### config.mk
export PLATFORM = sky130hd
export DESIGN_NAME = rtc_timer
export DESIGN_NICKNAME = d
export VERILOG_FILES = /design/src/rtl/rtc_timer.sv
export SDC_FILE = /design/constraint.sdc
export NUM_CORES = 1
export LEC_CHECK = 0
export CORE_ASPECT_RATIO = 0.7
export CORE_MARGIN = 4
export CORE_UTILIZATION = 45
export DETAILED_ROUTE_END_ITERATION = 8
export HOLD_SLACK_MARGIN = 0.02
export PLACE_DENSITY_LB_ADDON = 0.12
export SYNTH_ARGS = -nofsm -noshare
export SYNTH_HDL_FRONTEND = slang
export SYNTH_SLANG_ARGS = --single-unit
### constraint.sdc
create_clock -name rtc_clk -period 14.2 [get_ports rtc_clk]
set_clock_uncertainty 0.15 [all_clocks]
set_input_delay 4.26 -clock rtc_clk [delete_from_list [all_inputs] [get_ports rtc_clk]]
set_output_delay 4.26 -clock rtc_clk [all_outputs]
set_load 0.1 [all_outputs]
### src/rtl/rtc_timer.sv
// rtc_timer: real-time clock core.
//   Keeps a 48-bit seconds / 32-bit nanoseconds / FRAC_W-bit fractional-ns time
//   of day. The time advances by tick_inc_i (unsigned 6.26 ns) every cycle and
//   can be cleared or shifted by a signed offset. Generates a PPS output and
//   timestamps the rising edge of an asynchronous PPS input.
// Ports:
//   rtc_clk, rtc_rst     clock, synchronous active-high reset
//   tick_inc_i           per-cycle increment, 6.26 ns
//   ns_offset_i          signed ns offset, |value| < NS_PER_SEC
//   sc_offset_i          signed seconds offset
//   offset_valid_i       pulse: apply the offsets this cycle
//   clear_rtc_i          pulse: zero the time (wins over offset_valid_i)
//   pps_width_i          PPS output high time, ns
//   pps_i                asynchronous PPS input
//   rtc_std_o/rtc_fns_o  current {sc, ns} and fractional ns
//   pts_std_o/pts_fns_o  time captured at the pps_i rising edge
//   pts_valid_o          one-cycle pulse when pts_* update
//   pps_o                PPS output, aligned with rtc_std_o
module rtc_timer #(
  parameter int NS_PER_SEC = 1_000_000_000,
  parameter int FRAC_W     = 26
) (
  input  logic        rtc_clk,
  input  logic        rtc_rst,
  input  logic [31:0] tick_inc_i,
  input  logic [31:0] ns_offset_i,
  input  logic [47:0] sc_offset_i,
  input  logic        offset_valid_i,
  input  logic        clear_rtc_i,
  input  logic [31:0] pps_width_i,
  input  logic        pps_i,
  output logic [79:0] rtc_std_o,
  output logic [15:0] rtc_fns_o,
  output logic [79:0] pts_std_o,
  output logic [15:0] pts_fns_o,
  output logic        pts_valid_o,
  output logic        pps_o
);

  localparam logic signed [33:0] NS_S = 34'(NS_PER_SEC);

  logic [47:0]        sc_q;
  logic [31:0]        ns_q;
  logic [FRAC_W-1:0]  frac_q;
  logic               pps_q;
  logic [2:0]         pps_sync;   // [0]=s1, [1]=s2, [2]=s3
  logic [79:0]        pts_std_q;
  logic [15:0]        pts_fns_q;
  logic               pts_vld_q;

  logic [FRAC_W:0]    frac_sum;
  logic signed [33:0] ns_sum;
  logic signed [33:0] ns_base;
  logic signed [33:0] ns_fix;
  logic [47:0]        sc_base;
  logic [47:0]        sc_nxt;
  logic [31:0]        ns_nxt;
  logic [FRAC_W-1:0]  frac_nxt;
  logic               pps_rise;

  assign frac_sum = {1'b0, frac_q} + {1'b0, tick_inc_i[FRAC_W-1:0]};
  assign ns_sum   = $signed({2'b00, ns_q}) + $signed(34'(tick_inc_i[31:FRAC_W]))
                  + $signed(34'(frac_sum[FRAC_W]));

  // The tick and the offset share one normalisation step: the offset is
  // simply folded into the base before the wrap check. A plain tick can never
  // go negative, so the underflow branch only fires for offsets.
  always_comb begin
    ns_base  = ns_sum;
    sc_base  = sc_q;
    if (offset_valid_i) begin
      ns_base = ns_sum + $signed({{2{ns_offset_i[31]}}, ns_offset_i});
      sc_base = sc_q + sc_offset_i;
    end
    ns_fix   = ns_base;
    sc_nxt   = sc_base;
    if (ns_base >= NS_S) begin
      ns_fix = ns_base - NS_S;
      sc_nxt = sc_base + 48'd1;
    end else if (ns_base[33]) begin
      ns_fix = ns_base + NS_S;
      sc_nxt = sc_base - 48'd1;
    end
    ns_nxt   = ns_fix[31:0];
    frac_nxt = frac_sum[FRAC_W-1:0];
    if (clear_rtc_i) begin
      sc_nxt   = '0;
      ns_nxt   = '0;
      frac_nxt = '0;
    end
  end

  assign pps_rise = pps_sync[1] & ~pps_sync[2];

  always_ff @(posedge rtc_clk) begin
    if (rtc_rst) begin
      sc_q      <= '0;
      ns_q      <= '0;
      frac_q    <= '0;
      pps_q     <= 1'b0;
      pps_sync  <= '0;
      pts_std_q <= '0;
      pts_fns_q <= '0;
      pts_vld_q <= 1'b0;
    end else begin
      sc_q      <= sc_nxt;
      ns_q      <= ns_nxt;
      frac_q    <= frac_nxt;
      pps_q     <= (ns_nxt < pps_width_i);
      pps_sync  <= {pps_sync[1:0], pps_i};
      pts_vld_q <= pps_rise;
      // Capture takes the registered (pre-update) time, no compensation.
      if (pps_rise) begin
        pts_std_q <= {sc_q, ns_q};
        pts_fns_q <= frac_q[FRAC_W-1 -: 16];
      end
    end
  end

  assign rtc_std_o   = {sc_q, ns_q};
  assign rtc_fns_o   = frac_q[FRAC_W-1 -: 16];
  assign pts_std_o   = pts_std_q;
  assign pts_fns_o   = pts_fns_q;
  assign pts_valid_o = pts_vld_q;
  assign pps_o       = pps_q;

endmodule

### Word level (Yosys, flattened, before mapping)

Index checks and enable logic that the tools add are counted.

* bits in registers: 207
* latch bits: 0
* bits in writable memories: 0
* bits in read-only memories: 0
* bits of input ports: 149
* output and inout bits: 194
* word-level logic and storage cells: 29
* memories kept: 0

* add/subtract/negate cells: 9
* multiply operators: 0
* divide/modulo/power cells: 0
* magnitude comparators: 2
* equality and inequality tests: 0
* shift operators: 0
* multiplexer cells: 7
* bitwise gates (word level): 2
* reductions and logical operators: 1

Operators by type and width (count)
* 48-bit two-way mux: 3
* 32-bit two-way mux: 3
* 48-bit by 1-bit adder with 48-bit output, second input constant: 1
* 48-bit adder: 1
* 48-bit by 1-bit subtractor with 48-bit output, second input constant: 1
* 33-bit by 1-bit adder with 34-bit output: 1
* 34-bit by 32-bit adder with 34-bit output: 1
* 34-bit by 31-bit greater-or-equal comparator with 1-bit output, second input constant: 1
* 34-bit two-way mux: 1
* 32-bit by 6-bit adder with 33-bit output: 1
* 32-bit by 31-bit adder with 32-bit output, second input constant: 1
* 32-bit less-than comparator: 1
* 32-bit by 31-bit subtractor with 32-bit output, second input constant: 1
* 26-bit by 26-bit adder with 27-bit output: 1
* 2-bit OR reduction: 1
* 1-bit bitwise AND: 1
* 1-bit NOT: 1

### Logic depth before layout (Yosys ltp)

Gate-level depths: netlist of the first run.

* depth in word-level cells: 9
* gate-level depth with buffers: 51
* depth with buffers taken out: 50

### Least setup slack after synthesis of the first run

OpenSTA, ideal clock, no wires.

* kind: in2reg
* start point: input tick_inc_i[0]
* end point: register pps_q (netlist: pps_o)
* setup time: 0.058 ns
* arrival time: 12.858 ns
* data required time: 13.992 ns
* setup slack: 1.134 ns
* stages on the path: 48
* buffers on the path: 1
* cells stage by stage: ha_1 fa_1 a21oi_1 o21bai_1 a21oi_1 o21bai_1 a21oi_1 o21ai_0 a21oi_1 o21ai_0 a21oi_1 a21oi_1 a31o_2 a21o_1 a21oi_1 fa_1 nand2b_1 a21o_1 [... 12 more ...] o21a_4 a221oi_4 nor2_1 o21ai_0 xnor2_1 nor2_1 ha_1 a21oi_1 nor2b_1 o21ai_0 nand2b_1 a21oi_1 nor2b_1 o21ai_0 nand2b_1 a21oi_1 nor3b_1 o21a_1

* longest elaborated chain between the ends: 9
* elaborated cells on any way between the ends: 11
* classes of those cells: add/sub (5); order compare (2); mux (4)

RTL lines
* start, declared: RTL line 25 `input logic [31:0] tick_inc_i,`
* 26-bit by 26-bit adder with 27-bit output (*): RTL line 61 `assign frac_sum = {1'b0, frac_q} + {1'b0, tick_inc_i[FRAC_W-1:0]};`
* 33-bit by 1-bit adder with 34-bit output (*): RTL line 63 `+ $signed(34'(frac_sum[FRAC_W]));`
* 34-bit by 32-bit adder with 34-bit output: RTL line 72 `ns_base = ns_sum + $signed({{2{ns_offset_i[31]}}, ns_offset_i});`
* 34-bit two-way mux (*): RTL line 71 `if (offset_valid_i) begin`
* 32-bit by 31-bit adder with 32-bit output: RTL line 81 `ns_fix = ns_base + NS_S;`
* 32-bit two-way mux: RTL line 80 `end else if (ns_base[33]) begin`
* 32-bit two-way mux (*): RTL line 77 `if (ns_base >= NS_S) begin`
* 32-bit two-way mux (*): RTL line 86 `if (clear_rtc_i) begin`
* net ns_nxt[17]: RTL line 57 `logic [31:0] ns_nxt;`
* 32-bit less-than comparator (*): RTL line 109 `pps_q <= (ns_nxt < pps_width_i);`
* end signal, assigned: RTL line 109
* end, declared: RTL line 45 `logic pps_q;`

The timed path passes the listed nets; every way through them passes the cells marked *.
A chain may end at the register's enable or synchronous reset.

### Worst setup path in the final report of the first run

Same ends and word-level chain as after synthesis.

==> results.ini, run 1 <==
[synthesis]
synth.cell_area_mm2=0.0184
synth_edf_count=0
ys_ff_latch=207
synth_flop_cell=dfxtp_1
ys_types=110
syn_inst=2486
synth-async-reset-ratio_pct=0
synth_warnings=0
syn_avg_cell_area_um2=7.41
syn-num-nets=2787
ys_seq_area_share_pct=22.5

[finish]
n_antenna_cell=0
fillers=3772
fin_util_pct=59.2
register_area_mm2=0.00414
design_area_mm2=0.0237
drive_gt1_share_pct=9.00
multi_input_area_mm2=0.0135
num-nets-final=3127
syn_to_final_growth_pct=28.8
stdcell_count=3380

[grt]
antenna_found_initial=1
grt_util_met3_pct=4.10
grt_pass1_vias=18300
grt_use_total_pct=29.0
grt_max_degree=97
grt_first_pass_wirelength_um=105000
met2_usage_pct=43.1
overflow=0
busiest_layer=met1
grt_use_met1_pct=44.5

[flow_run]
maxCapViolations=0

[sta]
slew_viol_final=0
layout_setup_ws_ns=0.579
setup_violations=0
rsz0062_at_grt=false
post-route-min-period_ns=13.62
finalSetupTns_ns=0
timing.slew.headroom_pct=14.7
hold_viol_final=0
holdWs_ns=0.286
worst_slew_pin_slew_ns=1.28
fmax_mhz=73.4
fin_crit_sh_pct=95.9

[min_path]
hold_class=reg2reg
whs_path_depth=1

[critical_path]
path_buf_inv=7
required_ns=14.50
r2r_setup_slack_ns=4.44
regToRegStartpoint=frac_q[0]
crit_end=pps_o
critPathMaxFanout=6
timing.rr.end=pps_o
cpPeakStageDelay_ns=0.44
cp_slowest_cell=or4_4
critical_path_arrival_ns=13.92
end_kind=flip-flop
cpMostUsedCell=buf_4
cp_top_family=compound AO/OA/AOI/OAI gates
critPathKind=in2reg
startpoint_type=primary input
crit_start=tick_inc_i[0]
reg2reg_depth=47
cp.depth=48

[clock_network]
cts_hold_buf=0
cts_num_sinks=207
clk_latency_ns=0.56
ctsHtreeMaxLevel=1
clock_path_buffers=3
clk_pin_slew_worst_paths_ns=0.06
cts_buffers=25
cts_tree=done
root_buffer=clkbuf_16

[placed_design]
dp_hpwl_um=53400
place_congestion=0.973
place_area_mm2=0.0226
io_buffers=342
dp.cells=3328
detailedPlace.worstSlack_ns=-0.282

[power]
internal_power_mw=1.55
p_leak_nw=9.56
peakVddDrop_v=0.0000882
pwr-share-clk_pct=25.8
power_mw=2.76
switchingPower_mw=1.21
p_comb_share_pct=50.0
pwr_density_cell_mw_per_mm2=116
seqPwrFrac_pct=24.2
swShare_pct=43.9

[die]
core_area_mm2=0.0401
die_h_um=177
initial_core_util_pct=46.0
dieArea_mm2=0.0443
ioPinCount=343
die_w_um=250
rows=61

[run_status]
status=completed

[drt]
vias=20100
drtIter0Drc=1693
firstDrtPassIters=5
drc=0
wl_um=68300
routedWlPerCell_um=20.2
ant_nets=0
vias_per_cell=5.95

routing by layer:
| metal | share of wire, % | vias up |
|---|---|---|
| met5 | 0 | - |
| met4 | 2.1 | 0 |
| met3 | 8.0 | 93 |
| met2 | 41 | 869 |
| met1 | 49 | 9455 |
| li1 | - | 9687 |
how the worst min path moves through the flow:
| stage | from | to | slack, ns |
|---|---|---|---|
| 2_1_floorplan | pps_sync[2] | pts_valid_o | 0.26 |
| 3_3_place_gp | pts_std_o[39] | pts_std_o[39] | 0.29 |
| 3_5_place_dp | pps_sync[0] | pps_sync[1] | 0.27 |
| 4_1_cts | pps_sync[0] | pps_sync[1] | 0.29 |
| 5_1_grt | pps_sync[0] | pps_sync[1] | 0.30 |
| 6_report | pps_sync[0] | pps_sync[1] | 0.29 |
cell usage in the layout (no fill, tap or decap), types with 16 or more instances in the layout:
master and n:
clkbuf_16 25, o21bai_1 24, xnor2_1 94, a21oi_1 244, mux2i_1 25, nand3_1 55
dfxtp_1 207, buf_4 104, xor2_1 34, nand2_1 344, nor2_1 245, nor2b_1 38
nor3_1 42, or3_1 30, a31oi_1 25, inv_1 88, o21ai_0 84, nand4_1 57
nor4_1 19, a21o_1 66, ha_1 147, o21a_1 21, nand2b_1 27, and3_1 38
o211ai_1 24, o31ai_1 20, a211oi_1 32, or2_2 16, clkdlybuf4s50_1 340, and2_1 33
synthesized netlist by cell type (34+ instances only):
cell	count	area [µm²]
a21o_1	66	495
a21oi_1	249	1250
inv_1	89	334
clkbuf_1	83	312
nand3_1	55	275
nand2_1	344	1290
and3_1	38	238
nor2b_1	40	250
xor2_1	34	298
nand4_1	57	357
o21ai_0	93	465
nor3_1	42	210
nor2_1	247	927
ha_1	147	1840
dfxtp_1	207	4140
xnor2_1	95	832
power by group through the flow:
stage               Sequential [mW]  Combinational [mW]  Clock [mW]
global route                  0.672                1.48       0.747
global placement              0.679                1.31           0
floorplan                     0.866               0.744           0
detailed placement            0.679                1.33           0
finish                        0.667                1.38       0.711
CTS                           0.667                1.34       0.724
sequential cells by signal, summed over array words and instances (netlist names):
signal	flops
pts_valid_o	1
pps_sync	3
frac_q	26
ns_q	32
pts_fns_o	16
pps_o	1
pts_std_o	80
sc_q	48
cell type report:
type	count	share of cell area, %
Multi-Input combinational cell	2059	56.9
Sequential cell	207	17.5
Tap cell	535	2.82
Timing Repair Buffer	444	17.6
Inverter	89	1.41
Clock inverter	11	0.718
Clock buffer	35	3.05
worst register-to-register path, delay by kind of cell, from the launching register on:
kind / cells / cell delay, ns
AOI/OAI and AO/OA: 23 / 4.42
adders and majority gates: 6 / 1.79
and+or+nand+nor: 10 / 1.69
buffers and inverters: 6 / 0.99
xor gates and xnor gates: 2 / 0.32
DFF: 1 / 0.31
kinds of logic (layout without fill, tap and decap cells):
group / after synthesis / after routing / share of synthesized area [%]
mux: 33 / 33 / 1.85
flops: 207 / 207 / 22.5
xor+xnor: 130 / 130 / 6.22
compound gates: 741 / 741 / 27.5
simple gates: 1003 / 1003 / 26.3
buf+inv: 220 / 579 / 5.06
fa+ha+maj: 152 / 152 / 10.5
what timing repair did:
item                       4_1_cts  5_1_grt
resized for setup                0       35
setup endpoints to repair        0        1
setup buffers                    0        6
Note: power is estimated with default switching activity, not from simulation.
==> run 2, diff against run 1 <==
--- a/config.mk
+++ b/config.mk
@@ -7,7 +7,7 @@
 export LEC_CHECK = 0
 export CORE_ASPECT_RATIO = 0.7
 export CORE_MARGIN = 4
-export CORE_UTILIZATION = 45
+export CORE_UTILIZATION = 35
 export DETAILED_ROUTE_END_ITERATION = 8
 export HOLD_SLACK_MARGIN = 0.02
 export PLACE_DENSITY_LB_ADDON = 0.12
==> results.ini, run 2 (synthesized netlist as in run 1, its figures left out) <==
[run_status]
status=completed

[sta]
fmax_mhz=73.6  ; +0.20%
fin_crit_sh_pct=95.7  ; -0.19 points
finalSetupTns_ns=0  ; unchanged
slew_viol_final=0  ; unchanged
timing.slew.headroom_pct=20.4  ; +5.8 points
post-route-min-period_ns=13.59  ; -0.0267 ns
hold_viol_final=0  ; unchanged
worst_slew_pin_slew_ns=1.19  ; -0.0864 ns
setup_violations=0  ; unchanged
holdWs_ns=0.292  ; +0.00579 ns

[clock_network]
clk_pin_slew_worst_paths_ns=0.06  ; about the same
cts_num_sinks=207  ; unchanged
cts_hold_buf=0  ; unchanged
cts_buffers=26  ; +4.0%
clock_path_buffers=3  ; unchanged
cts_tree=done
root_buffer=clkbuf_16
clk_latency_ns=0.58  ; +0.02 ns
ctsHtreeMaxLevel=1  ; unchanged

[die]
die_w_um=282  ; +13%
ioPinCount=343  ; unchanged
rows=70  ; +15%
initial_core_util_pct=35.3  ; -11 points
dieArea_mm2=0.0564  ; +27%
die_h_um=200  ; +13%
core_area_mm2=0.0521  ; +30%

[grt]
grt_max_degree=97  ; unchanged
grt_first_pass_wirelength_um=107000  ; +2.3%
overflow=0  ; unchanged
antenna_found_initial=0  ; -1
grt_pass1_vias=18400  ; +0.69%
grt_use_total_pct=23.8  ; -5.2 points

[critical_path]
critPathMaxFanout=6  ; unchanged
cpPeakStageDelay_ns=0.53  ; +0.09 ns
cp_slowest_cell=or3b_2
required_ns=14.54  ; +0.04 ns
end_kind=flip-flop
critical_path_arrival_ns=13.94  ; +0.02 ns
critPathKind=in2reg
startpoint_type=primary input
cpMostUsedCell=a21oi_1

[power]
pwr_density_cell_mw_per_mm2=113  ; -2.4%
peakVddDrop_v=0.0000822  ; -6.8%
p_leak_nw=9.54  ; -0.16%

[placed_design]
place_congestion=0.934  ; -4.0%
place_area_mm2=0.0229  ; +1.1%
dp.cells=3483  ; +4.7%
dp_hpwl_um=55600  ; +4.0%
io_buffers=342  ; unchanged

[drt]
vias_per_cell=5.62  ; -5.6%
firstDrtPassIters=6  ; +1
ant_nets=0  ; unchanged
drc=0  ; unchanged
routedWlPerCell_um=20.1  ; -0.41%
wl_um=71000  ; +4.0%
drtIter0Drc=1775  ; +4.8%
vias=19800  ; -1.4%

[finish]
layout_commonest_cell=nand2_1
n_antenna_cell=0  ; unchanged
largest_reg_flops=80  ; unchanged
num-nets-final=3132  ; +0.16%
design_area_mm2=0.0238  ; +0.49%
stdcell_count=3530  ; +4.4%
layout_common_cells=nand2_1, clkdlybuf4s50_1, a21oi_1
fillers=5228  ; +39%
drive_gt1_share_pct=8.96  ; -0.038 points
syn_to_final_growth_pct=29.4

[min_path]
hold_class=reg2reg

[flow_run]
maxCapViolations=0  ; unchanged

## run 2: final timing paths
kind,start,end,slack [ns],depth (start not counted)
hold / removal,pps_sync[0],pps_sync[1],0.29,1
setup reg to reg,frac_q[0],pps_o,4.42,52
setup / recovery,tick_inc_i[0],pps_o,0.61,53
hold reg to reg,pps_sync[0],pps_sync[1],0.29,1
## run 2: cell type report
cell class              instances  area [µm²]  area share, %
repair buffers                448        4220           17.7
clock inverters                 7        75.1          0.315
flip-flops and latches        207        4140           17.4
well taps                     684         856           3.59
clock buffers                  36         728           3.06
inverters                      89         334           1.40
multi-input cells            2059       13500           56.5
## run 2: through the flow
step,setup slack [ns],power [mW],util [%]
2_1_floorplan,1.13,1.61,-
3_3_place_gp,-0.236,2.02,43.9
3_5_place_dp,-0.357,2.03,43.9
4_1_cts,0.228,2.70,45.5
5_1_grt,-0.101,2.86,45.7
6_report,0.605,2.70,45.7
## run 2: worst max-delay path: cells and delay by family
kind	cells	cell delay, ns
xor gates and xnor gates	2	0.40
buffers and inverters	6	1.24
AOI/OAI and AO/OA	26	4.26
and+or+nand+nor	13	2.09
adders and majority gates	6	1.66
## run 2: timing repair
item / CTS / global route
gates resized for setup: 0 / 35
buffers inserted: 0 / 4
endpoints found under the setup margin: 0 / 1
## run 2: report_power, final
group / leakage [nW] / internal (mW) / switching [mW] / total [mW]
Clock: 0.397 / 0.373 / 0.280 / 0.653
Combinational: 7.46 / 0.504 / 0.879 / 1.38
Sequential: 1.68 / 0.617 / 0.0510 / 0.668
## run 2: routing by layer
layer | GRT usage (%) | wire length [µm]
met5 | 0 | 0
met1 | 36.7 | 35800
met3 | 3.46 | 4990
met2 | 35.6 | 29200
met4 | 3.66 | 1070
